===== src/rtl/pipeline_hazard_ctrl.sv =====
// Data-hazard controller for a 5-stage pipeline: load-use / RAW stalls, branch flush, operand forwarding.
// Define FORWARDING_EN to enable EX/MEM and MEM/WB forwarding (otherwise every RAW hazard stalls).
module pipeline_hazard_ctrl #(
  parameter int REG_W    = 5,
  parameter int ZERO_REG = 31
) (
  input  logic             clk,
  input  logic             reset,
  input  logic             id_valid,
  input  logic [REG_W-1:0] id_rn,
  input  logic [REG_W-1:0] id_rm,
  input  logic             id_uses_rn,
  input  logic             id_uses_rm,
  input  logic [REG_W-1:0] id_rd,
  input  logic             id_regwrite,
  input  logic             id_memtoreg,
  input  logic             ex_br_taken,
  output logic             pc_en,
  output logic             ifid_en,
  output logic             ifid_flush,
  output logic             idex_bubble,
  output logic [1:0]       fwd_a,
  output logic [1:0]       fwd_b
);

  typedef struct packed {
    logic             valid;
    logic [REG_W-1:0] rd;
    logic             load;
  } slot_t;

  typedef enum logic {RUN, STALL} state_t;

  localparam logic [REG_W-1:0] ZERO_IDX  = REG_W'(ZERO_REG);
  localparam logic [1:0]       FWD_RF    = 2'b00;
  localparam logic [1:0]       FWD_EXMEM = 2'b10;
  localparam logic [1:0]       FWD_MEMWB = 2'b01;

  slot_t  ex_slot, mem_slot, wb_slot;
  state_t state;
  logic   ex_hit_a, ex_hit_b, mem_hit_a, mem_hit_b;
  logic   hazard, stall;

  function automatic logic slot_match(slot_t s, logic [REG_W-1:0] src, logic used);
    return s.valid && (s.rd == src) && used && (src != ZERO_IDX);
  endfunction

  // The WB slot is never consulted: the register file writes before it is read.
  assign ex_hit_a  = slot_match(ex_slot,  id_rn, id_uses_rn);
  assign ex_hit_b  = slot_match(ex_slot,  id_rm, id_uses_rm);
  assign mem_hit_a = slot_match(mem_slot, id_rn, id_uses_rn);
  assign mem_hit_b = slot_match(mem_slot, id_rm, id_uses_rm);

`ifdef FORWARDING_EN
  assign hazard = (ex_hit_a || ex_hit_b) && ex_slot.load;
`else
  assign hazard = ex_hit_a || ex_hit_b || mem_hit_a || mem_hit_b;
`endif

  assign stall = id_valid && hazard;

  // NOTE: every output gets a default first so no path through the if-chain can infer a latch.
  always_comb begin
    pc_en       = 1'b1;
    ifid_en     = 1'b1;
    ifid_flush  = 1'b0;
    idex_bubble = 1'b0;
    if (reset) begin
      // reset values hold while reset is high, even mid-stall
    end else if (ex_br_taken) begin
      ifid_flush  = 1'b1;
      idex_bubble = 1'b1;
    end else if (stall) begin
      pc_en       = 1'b0;
      ifid_en     = 1'b0;
      idex_bubble = 1'b1;
    end
  end

  // NOTE: sequential state uses non-blocking assignments so the slot shift reads pre-edge values.
  always_ff @(posedge clk or posedge reset) begin
    if (reset) begin
      ex_slot  <= '0;
      mem_slot <= '0;
      wb_slot  <= '0;
      state    <= RUN;
`ifdef FORWARDING_EN
      fwd_a    <= FWD_RF;
      fwd_b    <= FWD_RF;
`endif
    end else begin
      wb_slot  <= mem_slot;
      mem_slot <= ex_slot;
      ex_slot  <= idex_bubble ? '0 : slot_t'{id_valid && id_regwrite, id_rd, id_memtoreg};

      // STALL re-evaluates the hazard each cycle; a taken branch always returns to RUN.
      case (state)
        RUN:     state <= (stall && !ex_br_taken) ? STALL : RUN;
        STALL:   state <= (stall && !ex_br_taken) ? STALL : RUN;
        default: state <= RUN;
      endcase

`ifdef FORWARDING_EN
      if (idex_bubble) begin
        fwd_a <= FWD_RF;
        fwd_b <= FWD_RF;
      end else begin
        fwd_a <= ex_hit_a ? FWD_EXMEM : (mem_hit_a ? FWD_MEMWB : FWD_RF);
        fwd_b <= ex_hit_b ? FWD_EXMEM : (mem_hit_b ? FWD_MEMWB : FWD_RF);
      end
`endif
    end
  end

`ifndef FORWARDING_EN
  assign fwd_a = FWD_RF;
  assign fwd_b = FWD_RF;
`endif

endmodule

===== config.mk =====
export PLATFORM = sky130hd
export DESIGN_NAME = pipeline_hazard_ctrl
export DESIGN_NICKNAME = d
export VERILOG_FILES = /design/src/rtl/pipeline_hazard_ctrl.sv
export SDC_FILE = /design/constraint.sdc
export NUM_CORES = 1
export LEC_CHECK = 0
export ABC_CLOCK_PERIOD_IN_PS = 1600
export BUFFER_PORTS_ARGS = -buffer_cell sky130_fd_sc_hd__buf_2
export CELL_PAD_IN_SITES_DETAIL_PLACEMENT = 0
export CELL_PAD_IN_SITES_GLOBAL_PLACEMENT = 1
export CORE_ASPECT_RATIO = 0.6
export CORE_UTILIZATION = 31
export CTS_BUF_LIST = sky130_fd_sc_hd__clkbuf_2 sky130_fd_sc_hd__clkbuf_4 sky130_fd_sc_hd__clkbuf_8
export CTS_CLUSTER_DIAMETER = 50
export DETAILED_ROUTE_END_ITERATION = 8
export PLACE_DENSITY = 0.78
export SYNTH_ARGS = -nofsm -noshare
export SYNTH_HDL_FRONTEND = slang
export SYNTH_SLANG_ARGS = --single-unit

===== constraint.sdc =====
create_clock -name clk -period 1.6 [get_ports clk]
set_clock_uncertainty 0.1 [all_clocks]
set_input_delay 0.16 -clock clk [delete_from_list [all_inputs] [get_ports clk]]
set_output_delay 0.16 -clock clk [all_outputs]
set_load 0.03 [all_outputs]

; ---- Yosys cells after proc, flatten, opt, wreduce, memory -nomap -nowiden
; Index checks and enable logic that the tools add are counted.
[word_totals]
input_bits = 23
regBits = 12
out_inout_bits = 8
[op_classes]
reduce_logical = 17
n_eq_ne = 6
mux = 9
[ops]
columns = op, n
row1 = equality test 5 bit, 4
row2 = logical AND 1 bit, 14
row3 = inequality test 5 bit (second input constant), 2
row4 = two-way mux 1 bit, 8
row5 = two-way mux 7 bit, 1
row6 = logical OR 1 bit, 3

; ---- Logic depth before layout (Yosys ltp)
[depth]
word_depth = 12
ltp_mapped = 6

; ---- Worst setup path after synthesis
; OpenSTA, ideal clock, no wires.
[synth_timing]
path_type = register -> output
startpoint = register mem_slot[2] (netlist name)
endpoint = output port pc_en
path_stages_with_launch = 7
t_required_ps = 1340
setup_slack_ps = -315
arrival_ps = 1655
cell_sequence = dfrtp_1 -> xnor2_1 -> nand4_1 -> o22ai_1 -> a32oi_1 -> or3_1 -> buf_4
[synth_via]
elab_chain_cells = 10
elab_cells_between_ends = 14
cone_classes = eq/ne: 2 / mux: 3 / reduce/logical: 9
[synth_lines]
columns = item, line
row1 = "start, declared", 39  ; slot_t ex_slot, mem_slot, wb_slot;
row2 = "start signal, assigned", 93  ; mem_slot <= ex_slot;
row3 = equality test 5 bit, 45  ; return s.valid && (s.rd == src) && used && (src != ZERO_IDX);
row4 = logical AND 1 bit (3 in series), 45
row5 = logical OR 1 bit, 57  ; assign hazard = ex_hit_a || ex_hit_b || mem_hit_a || mem_hit_b;
row6 = logical OR 1 bit *, 57
row7 = logical AND 1 bit *, 60  ; assign stall = id_valid && hazard;
row8 = two-way mux 1 bit * (3 in series), -
row9 = "end, declared", 18  ; output logic pc_en,
; Mark *: on every way between the ends. The rest lies on a longest branch, timed or not.

; ---- Worst setup path after layout
[layout_timing]
startpoint = register mem_slot[5] (netlist name)
endpoint = output port pc_en
[layout_via]
elab_chain_cells = 10
elab_cells_between_ends = 14
cone_classes = eq/ne: 2 / mux: 3 / reduce/logical: 9
[layout_lines]
columns = item, line
row1 = equality test 5 bit, 45
row2 = logical AND 1 bit (3 in series), 45
row3 = logical OR 1 bit, 57
row4 = logical OR 1 bit *, 57
row5 = logical AND 1 bit *, 60
row6 = two-way mux 1 bit *, 73  ; end else if (stall) begin
row7 = two-way mux 1 bit *, 70  ; end else if (ex_br_taken) begin
row8 = two-way mux 1 bit *, 68  ; if (reset) begin
; Marks and branches as above.

==> impl_metrics.ini <==
[outcome]
violations = negative setup slack
status = finished with violations

[critical_path]
path_class = reg2out
critPathRequiredTime_ns = 1.34
critical_path_arrival_ns = 1.76
endpoint_kind = output port
start_kind = flop
cp_max_fo = 2

[route]
drt-met1-wl_um = 781
drt_iter0_markers = 5
wl_met3_um = 101
ant_nets = 0
first_pass_iters = 3
wire_per_inst_um = 11.74
drc_errors = 0
drt-total-wl_um = 1643
routed-via-count = 629
via_per_inst = 4.493
top_layer = met4
met2_length_um = 748

[clock_network]
insertion_delay_ns = 0.23
clk_pin_slew_ns = 0.04
cts-root-buf = clkbuf_8
cts.htree.levels = 1
numCtsBuffers = 3
cts_sinks = 12
cts_tree = done
clockBufferDepth = 2

[power_and_ir_drop]
power_mw = 0.7867
clkPwrFrac = 0.326
seq_power_share = 0.437
p_int_mw = 0.5812
ir_worst_vdd_mv = 0.3455
leakagePower_nw = 0.4693
swShare = 0.2612
pwr_density_cell_mw_per_mm2 = 754.8
p_switching_mw = 0.2055
power_frac_comb = 0.237

[finish]
drive_gt1_frac = 0.4545
fill_cells = 205
n_antenna_cell = 0
fin_nets = 135
synthToLayoutAreaGrowth_pct = 45.88

[floorplan]
die_x_um = 63.98
design.core.area_mm2 = 0.002163
io_pins = 31
rows = 13
start_util = 0.3302
die_h_um = 39.19
dieArea_mm2 = 0.002507

[logic_synthesis]
syn_area_per_cell_um2 = 9.526
ys_warn_count = 0
ys_ff_latch = 12
synthCells = 75
syn_area_um2 = 714.4
synthDistinctLibCells = 18
yosysSeqAreaShare = 0.4203

[placement]
hpwl_um = 1272
place_congestion = 0.8437
port_buffers = 25

[sta]
drv_slew = 0
hold-worst-slack_ns = 0.05624
fin_tns_setup_ns = -1.190
period_needed_ns = 2.024
setup_viol = 4
hold_viol = 0
fmax_mhz = 494.1
rsz0062_at_grt = true
period_share = 1.265
setup_slack_ns = -0.4239

[grt]
grt-ovfl-total = 0
grt_pass1_vias = 618
grt_max_degree = 13
antenna_found_initial = 0
grt_pass1_wl_um = 2725
grt.total_usage = 0.1556

[hold_path]
hold_class = in2reg

[flow_run]
maxCapViolCount = 0
[cell usage in the layout, fill, tap and decap left out, types with 3 or more instances in the layout]
cell type	netlist	final
nand4_1	4	4
a21oi_2	0	4
buf_6	0	3
conb_1	1	4
nand3_1	3	3
xnor2_1	20	18
buf_2	0	22
buf_4	5	8
dfrtp_1	12	12
inv_1	3	3
nand2_1	12	11
clkbuf_8	0	3
[routing by layer]
| metal | global-route usage | vias up |
|---|---|---|
| met4 | 0.08523 | 0 |
| met1 | 0.1805 | 284 |
| met5 | 0 | - |
| li1 | - | 318 |
| met3 | 0.02941 | 2 |
| met2 | 0.2819 | 25 |
[flip-flops by register name (all words and copies together) (netlist names)]
register,flops
mem_slot,6
ex_slot,6
[power by group through the flow]
stage | clock network, mW | registers, mW | logic [mW]
2_1_floorplan | 0 | 0.344 | 0.108
3_3_place_gp | 0 | 0.348 | 0.161
3_5_place_dp | 0 | 0.348 | 0.163
4_1_cts | 0.269 | 0.343 | 0.177
5_1_grt | 0.286 | 0.346 | 0.205
6_report | 0.257 | 0.344 | 0.186
[worst max-delay path: stages, from the launching register on]
cell and delay [ns]:
dfrtp_1 0.41, xnor2_1 0.14, nand4_1 0.12, o22ai_2 0.20, a32oi_2 0.14, or3_4 0.36, buf_6 0.15
[per-stage QoR]
step	worst slack (ns)	util	instances	instance area [um^2]
after floorplan	-0.1884	-	78	734.5
after global placement	-0.2920	0.4130	133	893.4
after detailed placement	-0.3018	0.4130	133	893.4
after CTS	-0.4620	0.4702	141	1017
after global routing	-0.5374	0.4818	140	1042
final	-0.4239	0.4818	140	1042
[logic make-up (layout without fill, tap and decap cells)]
logic type                after synthesis  count (layout)  share of synthesized area
AOI/OAI and AO/OA                      12              12                     0.1156
other                                   1               4                   0.005249
and+or+nand+nor                        22              22                     0.1454
buffers and inverters                   8              40                    0.06831
xor gates and xnor gates               20              20                     0.2452
DFF                                    12              12                     0.4203
[cell usage after synthesis]
library cell | number | area share
o21ai_0 | 1 | 0.0070
o21a_1 | 1 | 0.011
buf_4 | 5 | 0.053
a21oi_1 | 5 | 0.035
inv_1 | 3 | 0.016
nor2b_1 | 1 | 0.0088
xnor2_1 | 20 | 0.25
dfrtp_1 | 12 | 0.42
nand3_1 | 3 | 0.021
nand4_1 | 4 | 0.035
o22ai_1 | 2 | 0.018
a32oi_1 | 1 | 0.012
o31ai_2 | 1 | 0.018
conb_1 | 1 | 0.0052
a32o_2 | 1 | 0.016
nand2_1 | 12 | 0.063
and3_1 | 1 | 0.0088
or3_1 | 1 | 0.0088
[final cells by class]
class	instances	area, um^2	area share
Inverter	3	11.26	0.01080
Timing Repair Buffer	34	214.0	0.2053
Tap cell	30	37.54	0.03601
Multi-Input combinational cell	58	437.9	0.4202
Clock buffer	3	41.29	0.03962
Sequential cell	12	300.3	0.2881
[timing repair]
action,4_1_cts,5_1_grt
endpoints found under the setup margin,3,10
setup buffers,4,0
pin swaps,8,7
gates resized for setup,10,7
hold endpoints to repair,12,0
hold buffers,1,0
[final timing paths]
check	to	slack [ns]	cells after the start	startpoint
worst max-delay path	pc_en	-0.42	6	mem_slot[5]
worst min-delay path	ex_slot[2]	0.06	3	id_rd[1]
worst max register to register	ex_slot[5]	-0.01	6	mem_slot[5]
worst min register to register	mem_slot[6]	0.30	0	ex_slot[6]
max in group asynchronous	mem_slot[4]	0.82	4	reset
min in group asynchronous	ex_slot[3]	0.43	4	reset
(Power assumes the default switching activity.)
